### src/rtl/rob_retire_ctrl.sv
// In-order ROB commit controller: selects the longest retirable prefix of the head
// window, packs register writes onto the RF ports, commits one store, raises flush/redirect.
module rob_retire_ctrl #(
    parameter int DEPTH        = 16,
    parameter int EXT_COUNT    = 4,
    parameter int RF_WR        = 2,
    parameter int DEPTHLOG2    = $clog2(DEPTH),
    parameter int EXTCOUNTLOG2 = $clog2(EXT_COUNT)
) (
    input  logic                    clock,
    input  logic                    reset_n,
    input  logic [DEPTHLOG2-1:0]    head_idx,
    input  logic                    rob_empty,
    input  logic [EXT_COUNT-1:0]    slot_valid,
    input  logic [4:0]              slot_dest_reg   [EXT_COUNT],
    input  logic [EXT_COUNT-1:0]    slot_dest_valid,
    input  logic [31:0]             slot_result     [EXT_COUNT],
    input  logic [EXT_COUNT-1:0]    slot_is_store,
    input  logic [EXT_COUNT-1:0]    slot_mispredict,
    input  logic [31:0]             slot_target     [EXT_COUNT],
    input  logic                    commit_stall,
    input  logic                    store_ready,
    output logic                    consume,
    output logic [EXTCOUNTLOG2-1:0] consume_count,
    output logic                    store_commit,
    output logic                    flush,
    output logic [DEPTHLOG2-1:0]    flush_idx,
    output logic                    redirect_valid,
    output logic [31:0]             redirect_pc,
    output logic [RF_WR-1:0]        rf_we,
    output logic [4:0]              rf_waddr        [RF_WR],
    output logic [31:0]             rf_wdata        [RF_WR],
    output logic [31:0]             retired_total
);

    typedef enum logic {RUN, HOLD} state_t;

    state_t state, state_next;

    logic [EXT_COUNT-1:0]    wr_bit, next_valid, next_wr, next_st;
    logic [EXT_COUNT-1:0]    take;
    logic                    active, done, in_delay, grp_flush;
    logic [EXTCOUNTLOG2-1:0] br_slot;
    int                      grp_n, wr_cnt, st_cnt, pair_wr, pair_st, fi_sum, k;

    logic [RF_WR-1:0]        rf_we_d;
    logic [4:0]              rf_waddr_d [RF_WR];
    logic [31:0]             rf_wdata_d [RF_WR];
    logic [32:0]             total_sum;

    // Gating on reset_n forces the combinational strobes low while reset is held.
    assign active     = reset_n && (state == RUN) && !commit_stall && !rob_empty;
    assign next_valid = slot_valid >> 1;
    assign next_wr    = wr_bit >> 1;
    assign next_st    = slot_is_store >> 1;

    always_comb begin
        for (int i = 0; i < EXT_COUNT; i++) begin
            wr_bit[i] = slot_dest_valid[i] && (slot_dest_reg[i] != 5'd0);
        end
    end

    // NOTE: the scan carries running counts from slot to slot inside one evaluation,
    // so these are blocking assignments, and every variable gets its default first
    // so no latch is inferred.
    always_comb begin
        grp_n     = 0;
        wr_cnt    = 0;
        st_cnt    = 0;
        pair_wr   = 0;
        pair_st   = 0;
        in_delay  = 1'b0;
        grp_flush = 1'b0;
        br_slot   = '0;
        take      = '0;
        done      = !active;
        for (int i = 0; i < EXT_COUNT; i++) begin
            if (!done) begin
                if (in_delay) begin
                    // Delay slot of the mispredicted branch: its limits were checked with the branch.
                    take[i] = 1'b1;
                    grp_n++;
                    done = 1'b1;
                end else if (!slot_valid[i]) begin
                    done = 1'b1;
                end else if (slot_mispredict[i]) begin
                    pair_wr = int'(wr_bit[i]) + int'(next_wr[i]);
                    pair_st = int'(slot_is_store[i]) + int'(next_st[i]);
                    if (next_valid[i] && (wr_cnt + pair_wr <= RF_WR) &&
                        (st_cnt + pair_st <= 1) && ((pair_st == 0) || store_ready)) begin
                        take[i]   = 1'b1;
                        grp_n++;
                        wr_cnt    = wr_cnt + pair_wr;
                        st_cnt    = st_cnt + pair_st;
                        in_delay  = 1'b1;
                        grp_flush = 1'b1;
                        br_slot   = EXTCOUNTLOG2'(i);
                    end else begin
                        done = 1'b1;
                    end
                end else if (wr_cnt + int'(wr_bit[i]) > RF_WR) begin
                    done = 1'b1;
                end else if (slot_is_store[i] && ((st_cnt > 0) || !store_ready)) begin
                    done = 1'b1;
                end else begin
                    take[i] = 1'b1;
                    grp_n++;
                    wr_cnt  = wr_cnt + int'(wr_bit[i]);
                    st_cnt  = st_cnt + int'(slot_is_store[i]);
                end
            end
        end
    end

    always_comb begin
        fi_sum = int'(head_idx) + int'(br_slot);
        if (fi_sum >= DEPTH) fi_sum = fi_sum - DEPTH;
        consume        = (grp_n > 0);
        consume_count  = EXTCOUNTLOG2'(grp_n - 1);
        store_commit   = (st_cnt > 0);
        flush          = grp_flush;
        redirect_valid = grp_flush;
        flush_idx      = grp_flush ? DEPTHLOG2'(fi_sum) : '0;
        redirect_pc    = grp_flush ? slot_target[br_slot] : 32'd0;
    end

    // Register writes of the retiring slots, packed in slot order onto ports 0..k-1.
    always_comb begin
        k       = 0;
        rf_we_d = '0;
        for (int p = 0; p < RF_WR; p++) begin
            rf_waddr_d[p] = '0;
            rf_wdata_d[p] = '0;
        end
        for (int i = 0; i < EXT_COUNT; i++) begin
            if (take[i] && wr_bit[i]) begin
                for (int p = 0; p < RF_WR; p++) begin
                    if (p == k) begin
                        rf_we_d[p]    = 1'b1;
                        rf_waddr_d[p] = slot_dest_reg[i];
                        rf_wdata_d[p] = slot_result[i];
                    end
                end
                k++;
            end
        end
    end

    always_comb begin
        state_next = state;
        case (state)
            RUN:     if (grp_flush) state_next = HOLD;
            HOLD:    state_next = RUN;
            default: state_next = RUN;
        endcase
    end

    assign total_sum = {1'b0, retired_total} + 33'(grp_n);

    // NOTE: every register here, including the RF port outputs, takes the async reset,
    // so an RF write in flight when reset arrives is dropped rather than delivered.
    always_ff @(posedge clock or negedge reset_n) begin
        if (!reset_n) begin
            state         <= RUN;
            rf_we         <= '0;
            retired_total <= '0;
            for (int p = 0; p < RF_WR; p++) begin
                rf_waddr[p] <= '0;
                rf_wdata[p] <= '0;
            end
        end else begin
            state         <= state_next;
            rf_we         <= rf_we_d;
            retired_total <= total_sum[32] ? 32'hFFFF_FFFF : total_sum[31:0];
            for (int p = 0; p < RF_WR; p++) begin
                rf_waddr[p] <= rf_waddr_d[p];
                rf_wdata[p] <= rf_wdata_d[p];
            end
        end
    end

endmodule

### config.mk
export PLATFORM = sky130hd
export DESIGN_NAME = rob_retire_ctrl
export DESIGN_NICKNAME = d
export VERILOG_FILES = /design/src/rtl/rob_retire_ctrl.sv
export SDC_FILE = /design/constraint.sdc
export NUM_CORES = 1
export LEC_CHECK = 0
export CORE_AREA = 4 4 172 174
export DETAILED_ROUTE_END_ITERATION = 12
export DIE_AREA = 0 0 176 178
export PLACE_DENSITY_LB_ADDON = 0.08
export SYNTH_ARGS = -nofsm -noshare
export SYNTH_HDL_FRONTEND = slang
export SYNTH_SLANG_ARGS = --single-unit
### constraint.sdc
create_clock -name clock -period 10.6 [get_ports clock]
set_clock_uncertainty 0.05 [all_clocks]
set_input_delay 1.06 -clock clock [delete_from_list [all_inputs] [get_ports clock]]
set_output_delay 1.06 -clock clock [all_outputs]
set_load 0.005 [all_outputs]
# Word level (Yosys, flattened, before mapping)
# Index checks and enable logic that the tools add are counted.
[op_classes]
n_lt_le_gt_ge = 17
n_bitwise = 2
n_addsub = 25
multipliers = 0
div_mod_pow = 0
eq_ne = 3
reduce_logical = 44
mux = 181
shift = 0
[op_table]
columns = ["operator", "n"]
rows = [
  ["32-bit two-way mux", 76],
  ["32-bit by 2-bit adder with 32-bit output", 6],
  ["32-bit zero test", 6],
  ["64-bit two-way mux", 3],
  ["32-bit by 2-bit adder with 32-bit output (second input constant)", 5],
  ["32-bit by 1-bit greater-than comparator with 1-bit output (second input constant)", 5],
  ["32-bit by 3-bit adder with 32-bit output", 4],
  ["2-bit by 32-bit equality test with 1-bit output (first input constant)", 3],
  ["32-bit by 3-bit greater-than comparator with 1-bit output (second input constant)", 3],
  ["1-bit two-way mux", 78],
  ["32-bit binary-select mux with 2-bit select", 1],
  ["32-bit by 2-bit <= comparator with 1-bit output (second input constant)", 2],
  ["32-bit by 3-bit <= comparator with 1-bit output (second input constant)", 2],
  ["5-bit two-way mux", 7],
  ["32-bit by 33-bit adder with 33-bit output", 1],
  ["10-bit two-way mux", 3],
  ["1-bit logical AND", 24],
  ["2-bit two-way mux", 10],
  ["5-bit nonzero test", 4],
  ["1-bit by 1-bit adder with 2-bit output", 6],
  ["4-bit two-way mux", 2],
  ["1-bit logical OR", 6],
  ["4-bit by 2-bit adder with 5-bit output", 1],
  ["5-bit >= comparator (second input constant)", 1],
  ["other kinds (10)", 13],
]
[word_totals]
memories = 0
reg_bits = 109
latch_bits = 0
mem_bits_ro = 0
input_bits = 301
ramBits = 0
output_inout_bits = 150

# Logic depth before layout (Yosys ltp)
# Gate-level depths: netlist of the first run.
[depth]
ltp_word = 42
depth_mapped = 52

# Worst setup path after synthesis of the first run
# Ideal clock, no wire load.
[synth_path]
path_type = "input -> register"
start = "in slot_dest_reg[15] (netlist bit)"
end = "reg retired_total[10]"
setup_slack_ns = -0.170
path_buffers = 3
path_stages = 50
setup_time_ns = 0.068
t_arrival_ns = 10.653
cell_sequence = "or4_1 o21ai_0 inv_1 ha_1 nand2_1 nand3_1 nor2_1 nand2_1 o21ai_0 ha_1 fa_1 or4b_4 nor2_4 nand3_1 inv_1 clkbuf_1 nor2_1 nand2_1 (+14 left out) nand2_1 o21ai_0 o41ai_2 buf_4 xor2_1 ha_1 inv_1 fa_1 nor2b_1 o21ai_0 nand2_1 and3_1 nand2_1 or4_1 nor2_1 nand2_1 clkbuf_1 nand2_1"
[synth_via]
elab_chain_cells = 42
word_cells_on_any_way = 141
classes_between = "add/sub: 14; order compare: 12; mux: 98; reduce/logical: 17"
[synth_rtl]
columns = ["item", "line", "text"]
rows = [
  ["start: declaration", "15", "input logic [4:0] slot_dest_reg [EXT_COUNT],"],
  ["5-bit nonzero test *", "59", "wr_bit[i] = slot_dest_valid[i] && (slot_dest_reg[i] != 5'd0);"],
  ["1-bit logical AND *", "59", ""],
  ["parallel branches: the longest is 37 deep, another holds 32-bit by 3-bit adder with 32-bit output", "--", ""],
  ["32-bit two-way mux *", "78", "if (!done) begin"],
  ["32-bit by 33-bit adder with 33-bit output *", "158", "assign total_sum = {1'b0, retired_total} + 33'(grp_n);"],
  ["32-bit two-way mux *", "174", "retired_total <= total_sum[32] ? 32'hFFFF_FFFF : total_sum[31:0];"],
  ["end signal: assignment", "174", ""],
  ["end: declaration", "33", "output logic [31:0] retired_total"],
]
# Every way passes the cells marked *.

# Worst setup path after layout of the first run
[layout_path]
start = "in slot_dest_reg[13] (netlist bit)"
end = "out consume"
[layout_via]
elab_chain_cells = 41
word_cells_on_any_way = 135
classes_between = "add/sub: 14; order compare: 12; mux: 92; reduce/logical: 17"
[layout_rtl]
columns = ["item", "line", "text"]
rows = [
  ["5-bit nonzero test *", "59", ""],
  ["1-bit logical AND *", "59", ""],
  ["parallel branches: the longest is 37 deep, another holds 32-bit by 3-bit adder with 32-bit output", "--", ""],
  ["32-bit two-way mux *", "78", ""],
  ["32-bit by 1-bit greater-than comparator with 1-bit output *", "118", "consume = (grp_n > 0);"],
  ["end: declaration", "23", "output logic consume,"],
]
# Marks and branches as above.

==> flow_metrics.env, run 1 <==
export IMPL_vias_per_cell=4.95
export IMPL_antenna_found_initial=6
export IMPL_tightest_slew_ns=1.12
export IMPL_finalInstanceArea_um2=13900
export IMPL_cp_start_kind="input port"
export IMPL_ant_nets=0
export IMPL_die_w_um=176
export IMPL_dp_cells=1791
export IMPL_place_worst_setup_slack_ns=-0.585
export IMPL_placed_cell_area_um2=13400
export IMPL_fin_cells=1822
export IMPL_outcome="finished, final reports clean"
export IMPL_min_period_ns=10.18
export IMPL_critical_path_required_ns=9.49
export IMPL_layout_commonest_cell="clkdlybuf4s50_1"
export IMPL_synth_xor_area_share_pct=3.06
export IMPL_overflow=0
export IMPL_drt_first_pass_iters=5
export IMPL_crit_path_end_kind="primary output"
export IMPL_vdd_drop_max_mv=0.0607
export IMPL_io_pins=451
export IMPL_crit_path_frequent_cell="nand2_1"
export IMPL_syn_inst=967
export IMPL_synth_compound_area_share_pct=14.5
export IMPL_clk_latency_ns=0.36
export IMPL_yosys_area_top_type="dfrtp_1"
export IMPL_cts_tree="yes"
export IMPL_hold_viol_final=0
export IMPL_fin_crit_sh_pct=96.0
export IMPL_synth_edf_count=0
export IMPL_slew_violations=0
export IMPL_wl_mm=36.0
export IMPL_critPathMaxFanout=10
export IMPL_p_leak_uw=0.00636
export IMPL_synth_distinct_cells=71
export IMPL_crit_arrival_ns=9.07
export IMPL_place_congestion=0.892
export IMPL_ys_flop_type="dfrtp_1"
export IMPL_async_flop_share_pct=100
export IMPL_cts_sinks=109
export IMPL_syn_nets=1314
export IMPL_portBuffers=418
export IMPL_num_rows=61
export IMPL_synth_mux_area_share_pct=13.5
export IMPL_numCtsBuffers=9
export IMPL_synth_top_family_by_area="simple AND/OR/NAND/NOR gates"
export IMPL_synthSimpleGateAreaFrac_pct=23.6
export IMPL_nets=1778
export IMPL_grt_pass1_vias=9291
export IMPL_initialDrtViolationCount=467
export IMPL_worstSetupPathType="input port to primary output"
export IMPL_synth_warnings=0
export IMPL_track_usage_pct=21.9
export IMPL_cpMaxStageDelayCell="or4_4"
export IMPL_synth_top_area_share_pct=32.9
export IMPL_drive_above_1_share_pct=17.1
export IMPL_dieArea_um2=31300
export IMPL_dpl_hpwl_mm=27.4
export IMPL_final_cell_mix="clkdlybuf4s50_1, nand2_1, dfrtp_1, nor2_1, buf_4"
export IMPL_finalSetupViolations=0
export IMPL_routedWlPerCell_um=19.8
export IMPL_start_util_pct=29.9
export IMPL_utilization_pct=50.2
export IMPL_power_density_nw_per_um2=71.8
export IMPL_areaGrowthSynthToFinish_pct=68.1
export IMPL_cp_slowest_stage_delay_ns=0.56
export IMPL_grt_pass1_wl_mm=53.4
export IMPL_clockBufferDepth=2
export IMPL_cts_root_buf="clkbuf_16"
export IMPL_avgSynthCellArea_um2=8.58
export IMPL_synth_seq_cells=109
export IMPL_die_h_um=178
export IMPL_max_freq_mhz=98.2
export IMPL_drc=0
export IMPL_clkTransAtPathRegs_ns=0.09
export IMPL_via_count=9023
export IMPL_mappedNetlistArea_um2=8290
export IMPL_slew_headroom_pct=25.0
export IMPL_grt_max_degree=64
export IMPL_worst_slack_ns=0.421
export IMPL_htree_levels=3
export IMPL_coreArea_um2=27800
export IMPL_cap_violations=0
export IMPL_yosysSeqAreaShare_pct=32.9
export IMPL_n_fill_cell=2750
export IMPL_yosys_top_cells_area="dfrtp_1, mux2_2, ha_1"
export IMPL_synth_adder_area_share_pct=7.48
export IMPL_whs_ns=0.437
export IMPL_min_path_type="input port to async pin"
## synth_stat cells, drive strengths merged (3+ instances only)
library cell,instances
nand2b,5
inv,43
and2,3
dfrtp,109
mux2i,9
and3,21
o2bb2ai,4
nand4,9
nor2b,9
and4,4
a211oi,5
nor2,111
or3,4
o21a,7
o41ai,3
a21oi,73
or4,4
clkbuf,40
fa,6
xnor2,17
nand2,131
nand3,52
nor3,39
buf,12
a22o,18
a22oi,21
nor4,4
o211a,3
mux2,86
a21o,4
o21ai,20
ha,40
xor2,12
o211ai,3
## per-stage QoR
| step | setup TNS [ns] | total power (uW) |
|---|---|---|
| after floorplan | 0 | 484 |
| after global placement | -12.53 | 647 |
| after detailed placement | -18.11 | 649 |
| after CTS | -0.00738 | 1010 |
| after global routing | -0.764 | 1050 |
| final | 0 | 1000 |
## timing repair
action | 4_1_cts | 5_1_grt
pin swaps | 3 | 20
setup buffers | 1 | 6
setup endpoints to repair | 35 | 35
gates resized for setup | 10 | 43
hold buffers | 0 | 0
## critical path, delay by kind of cell
family                     cells  cell delay [ns]
AOI/OAI and AO/OA             11             1.98
adders and majority gates      8             2.15
buffers and inverters          6             1.26
muxes                          1             0.23
and+or+nand+nor               14             2.34
## state kept, by name, indices dropped and copies added, names as in the netlist
| signal | cells |
|---|---|
| rf_wdata | 64 |
| retired_total | 32 |
| rf_waddr | 10 |
| rf_we | 2 |
| state | 1 |
## power breakdown
group / leakage [uW] / internal [uW] / total, uW / switching, uW
logic: 0.00472 / 139 / 215 / 76.3
clock network: 0.000141 / 166 / 355 / 189
registers: 0.00150 / 424 / 431 / 7.10
## area by class of cell
class | instances | area (um^2) | share of cell area (%)
multi-input cells | 763 | 5400 | 38.7
clock buffers | 9 | 225 | 1.62
diodes | 8 | 20.0 | 0.144
clock inverters | 7 | 66.3 | 0.476
inverters | 43 | 161 | 1.16
flip-flops and latches | 109 | 2730 | 19.6
well taps | 378 | 473 | 3.39
repair buffers | 505 | 4870 | 34.9
## worst paths after layout
path / cells after the start / startpoint / slack (ns) / end
worst max-delay path: 40 / slot_dest_reg[13] / 0.42 / consume
worst min-delay path: 1 / reset_n / 0.44 / state$_DFF_PN0_
worst max register to register: 43 / state$_DFF_PN0_ / 1.95 / retired_total[16]$_DFF_PN0_
worst min register to register: 2 / retired_total[6]$_DFF_PN0_ / 0.49 / retired_total[6]$_DFF_PN0_
max in group asynchronous: 3 / reset_n / 8.39 / rf_wdata[44]$_DFF_PN0_
min in group clock: 2 / retired_total[6]$_DFF_PN0_ / 0.49 / retired_total[6]$_DFF_PN0_
## cells by family after synthesis
logic type      count (synthesis)
xor+xnor                       29
mux                            95
compound gates                182
buf+inv                        95
flops                         109
fa+ha+maj                      46
other cells                     1
simple gates                  410
## per-layer routing
layer	track usage, %	wire [um]	vias to the layer above
met5	0	0	-
met4	7.41	816	0
met3	5.43	2320	35
met2	38.8	18200	300
met1	26.1	14700	4319
li1	-	-	4369
Power figures use the tool's default switching activity.
==> inputs of run 2 (changes only) <==
--- a/config.mk
+++ b/config.mk
@@ -9,6 +9,7 @@
 export DETAILED_ROUTE_END_ITERATION = 12
 export DIE_AREA = 0 0 176 178
 export PLACE_DENSITY_LB_ADDON = 0.08
+export SKIP_LAST_GASP = 1
 export SYNTH_ARGS = -nofsm -noshare
 export SYNTH_HDL_FRONTEND = slang
 export SYNTH_SLANG_ARGS = --single-unit
==> run 2 against run 1 <==
  * Die area unchanged
  * Count of clock-buffer cells in the layout unchanged
  * Register-to-register slack about the same
  * Design area unchanged
  * Hold slack about the same
  * First-iteration DRC count down 1.5%
==> flow_metrics.env, run 2 (synthesized netlist as in run 1, its figures left out) <==
export IMPL_pwr_share_seq_pct=43.1
export IMPL_min_period_ns=10.18
export IMPL_routedWlPerCell_um=19.8
export IMPL_gr_usage_met3_pct=5.43
export IMPL_outcome="finished, final reports clean"
export IMPL_drc=0
export IMPL_die_h_um=178
export IMPL_finalSetupViolations=0
export IMPL_cts_sinks=109
export IMPL_initialDrtViolationCount=460
export IMPL_grt_busiest_layer="met2"
export IMPL_tightest_slew_ns=1.12
export IMPL_vdd_drop_max_mv=0.0607
export IMPL_combPwrFrac_pct=21.5
export IMPL_p_sw_uw=272
export IMPL_use_met1_pct=26.1
export IMPL_place_worst_setup_slack_ns=-0.585
export IMPL_worst_slack_ns=0.422
export IMPL_ant_nets=0
export IMPL_p_leak_uw=0.00636
export IMPL_antenna_found_initial=6
export IMPL_drt_first_pass_iters=5
export IMPL_top_regs="rf_wdata (64), retired_total (32), rf_waddr (10)"
export IMPL_max_freq_mhz=98.2
export IMPL_cts_hold_buffers=0
export IMPL_n_fill_cell=2750
export IMPL_via_count=9008
export IMPL_cpMaxStageDelayCell="or4_4"
export IMPL_layout_commonest_cell="clkdlybuf4s50_1"
export IMPL_nets=1778
export IMPL_areaGrowthSynthToFinish_pct=68.1
export IMPL_slew_headroom_pct=25.0
export IMPL_power_density_nw_per_um2=71.8
export IMPL_clock_power_share_pct=35.4
export IMPL_largest_register="rf_wdata"
export IMPL_clkTransAtPathRegs_ns=0.09
export IMPL_overflow=0
export IMPL_vias_per_cell=4.94
export IMPL_start_util_pct=29.9
export IMPL_wl_mm=36.0
export IMPL_slew_violations=0
export IMPL_power_report_internal_total_uw=729
export IMPL_dpl_hpwl_mm=27.4
export IMPL_switching_share_pct=27.2
export IMPL_critical_path_required_ns=9.49
export IMPL_place_congestion=0.892
export IMPL_use_met2_pct=38.8
export IMPL_crit_path_end_kind="primary output"
export IMPL_grt_pass1_vias=9290
export IMPL_worstSetupPathType="input port to primary output"
export IMPL_htree_levels=3
export IMPL_dieArea_um2=31300
export IMPL_min_path_type="input port to async pin"
export IMPL_die_w_um=176
export IMPL_final_cell_mix="clkdlybuf4s50_1, nand2_1, dfrtp_1, nor2_1, buf_4"
export IMPL_io_pins=451
export IMPL_r2r_slack_ns=1.95
export IMPL_drive_above_1_share_pct=17.1
export IMPL_coreArea_um2=27800
export IMPL_portBuffers=418
export IMPL_utilization_pct=50.2
export IMPL_cap_violations=0
export IMPL_cts_root_buf="clkbuf_16"
export IMPL_grt_max_degree=64
export IMPL_clockBufferDepth=2
export IMPL_num_rows=61
export IMPL_fin_crit_sh_pct=96.0
export IMPL_crit_arrival_ns=9.07
export IMPL_numCtsBuffers=9
export IMPL_reg2reg_depth=43
export IMPL_track_usage_pct=21.9
export IMPL_hold_viol_final=0
export IMPL_cts_tree="yes"
export IMPL_critPathMaxFanout=10
export IMPL_setup_tns_ns=0
export IMPL_cp_start_kind="input port"
export IMPL_grt_pass1_wl_mm=53.4
export IMPL_crit_path_frequent_cell="nand2_1"
export IMPL_largest_reg_flops=64
export IMPL_cp_slowest_stage_delay_ns=0.56
export IMPL_clk_latency_ns=0.36
run 2: cell counts in the layout (fill, tap and decap cells not counted):
No cell type changed its count.
run 2: through the flow:
stage / total power (uW) / hold slack, ns / std cells / cell area, um^2
6_report: 1000 / 0.436 / 1822 / 13900
5_1_grt: 1050 / 0.411 / 1820 / 13900
4_1_cts: 1010 / 0.412 / 1808 / 13700
3_5_place_dp: 649 / 0.476 / 1791 / 13400
3_3_place_gp: 647 / 0.474 / 1791 / 13400
2_1_floorplan: 484 / 0.468 / 967 / 8300
run 2: path summary, 6_finish.rpt:
| kind | to | start |
|---|---|---|
| hold / removal | state$_DFF_PN0_ | reset_n |
| setup / recovery | consume | slot_dest_reg[13] |
| setup reg to reg | retired_total[16]$_DFF_PN0_ | state$_DFF_PN0_ |
| max in group asynchronous | rf_wdata[44]$_DFF_PN0_ | reset_n |
| hold reg to reg | retired_total[6]$_DFF_PN0_ | retired_total[6]$_DFF_PN0_ |
| min in group clock | retired_total[6]$_DFF_PN0_ | retired_total[6]$_DFF_PN0_ |
run 2: power groups by stage:
stage	Clock, uW	Sequential, uW	Combinational (uW)
6_report	355	431	215
5_1_grt	383	432	234
4_1_cts	369	431	212
3_5_place_dp	0	439	210
3_3_place_gp	0	440	207
2_1_floorplan	0	438	46.4
run 2: timing repair:
| action | 4_1_cts | 5_1_grt |
|---|---|---|
| gates resized for setup | 10 | 43 |
| pin swaps | 3 | 20 |
| buffers inserted | 1 | 6 |
| endpoints found under the setup margin | 35 | 35 |
run 2: routing by layer:
metal / share of wire (%) / wire (um)
met5: 0 / 0
met4: 2.3 / 816
met3: 6.5 / 2350
met2: 51 / 18200
met1: 41 / 14600
run 2: cell type report:
type / count / area [um^2] / area share [%]
inverters: 43 / 161 / 1.16
repair buffers: 505 / 4870 / 34.9
well taps: 378 / 473 / 3.39
clock buffers: 9 / 225 / 1.62
clock inverters: 7 / 66.3 / 0.476
flip-flops and latches: 109 / 2730 / 19.6
multi-input cells: 763 / 5400 / 38.7
diodes: 8 / 20.0 / 0.144
run 2: worst max-delay path: cells and delay by family:
family	cells	cell delay (ns)
AOI/OAI and AO/OA	11	1.98
and+or+nand+nor	14	2.34
adders and majority gates	8	2.15
buffers and inverters	6	1.26
muxes	1	0.23
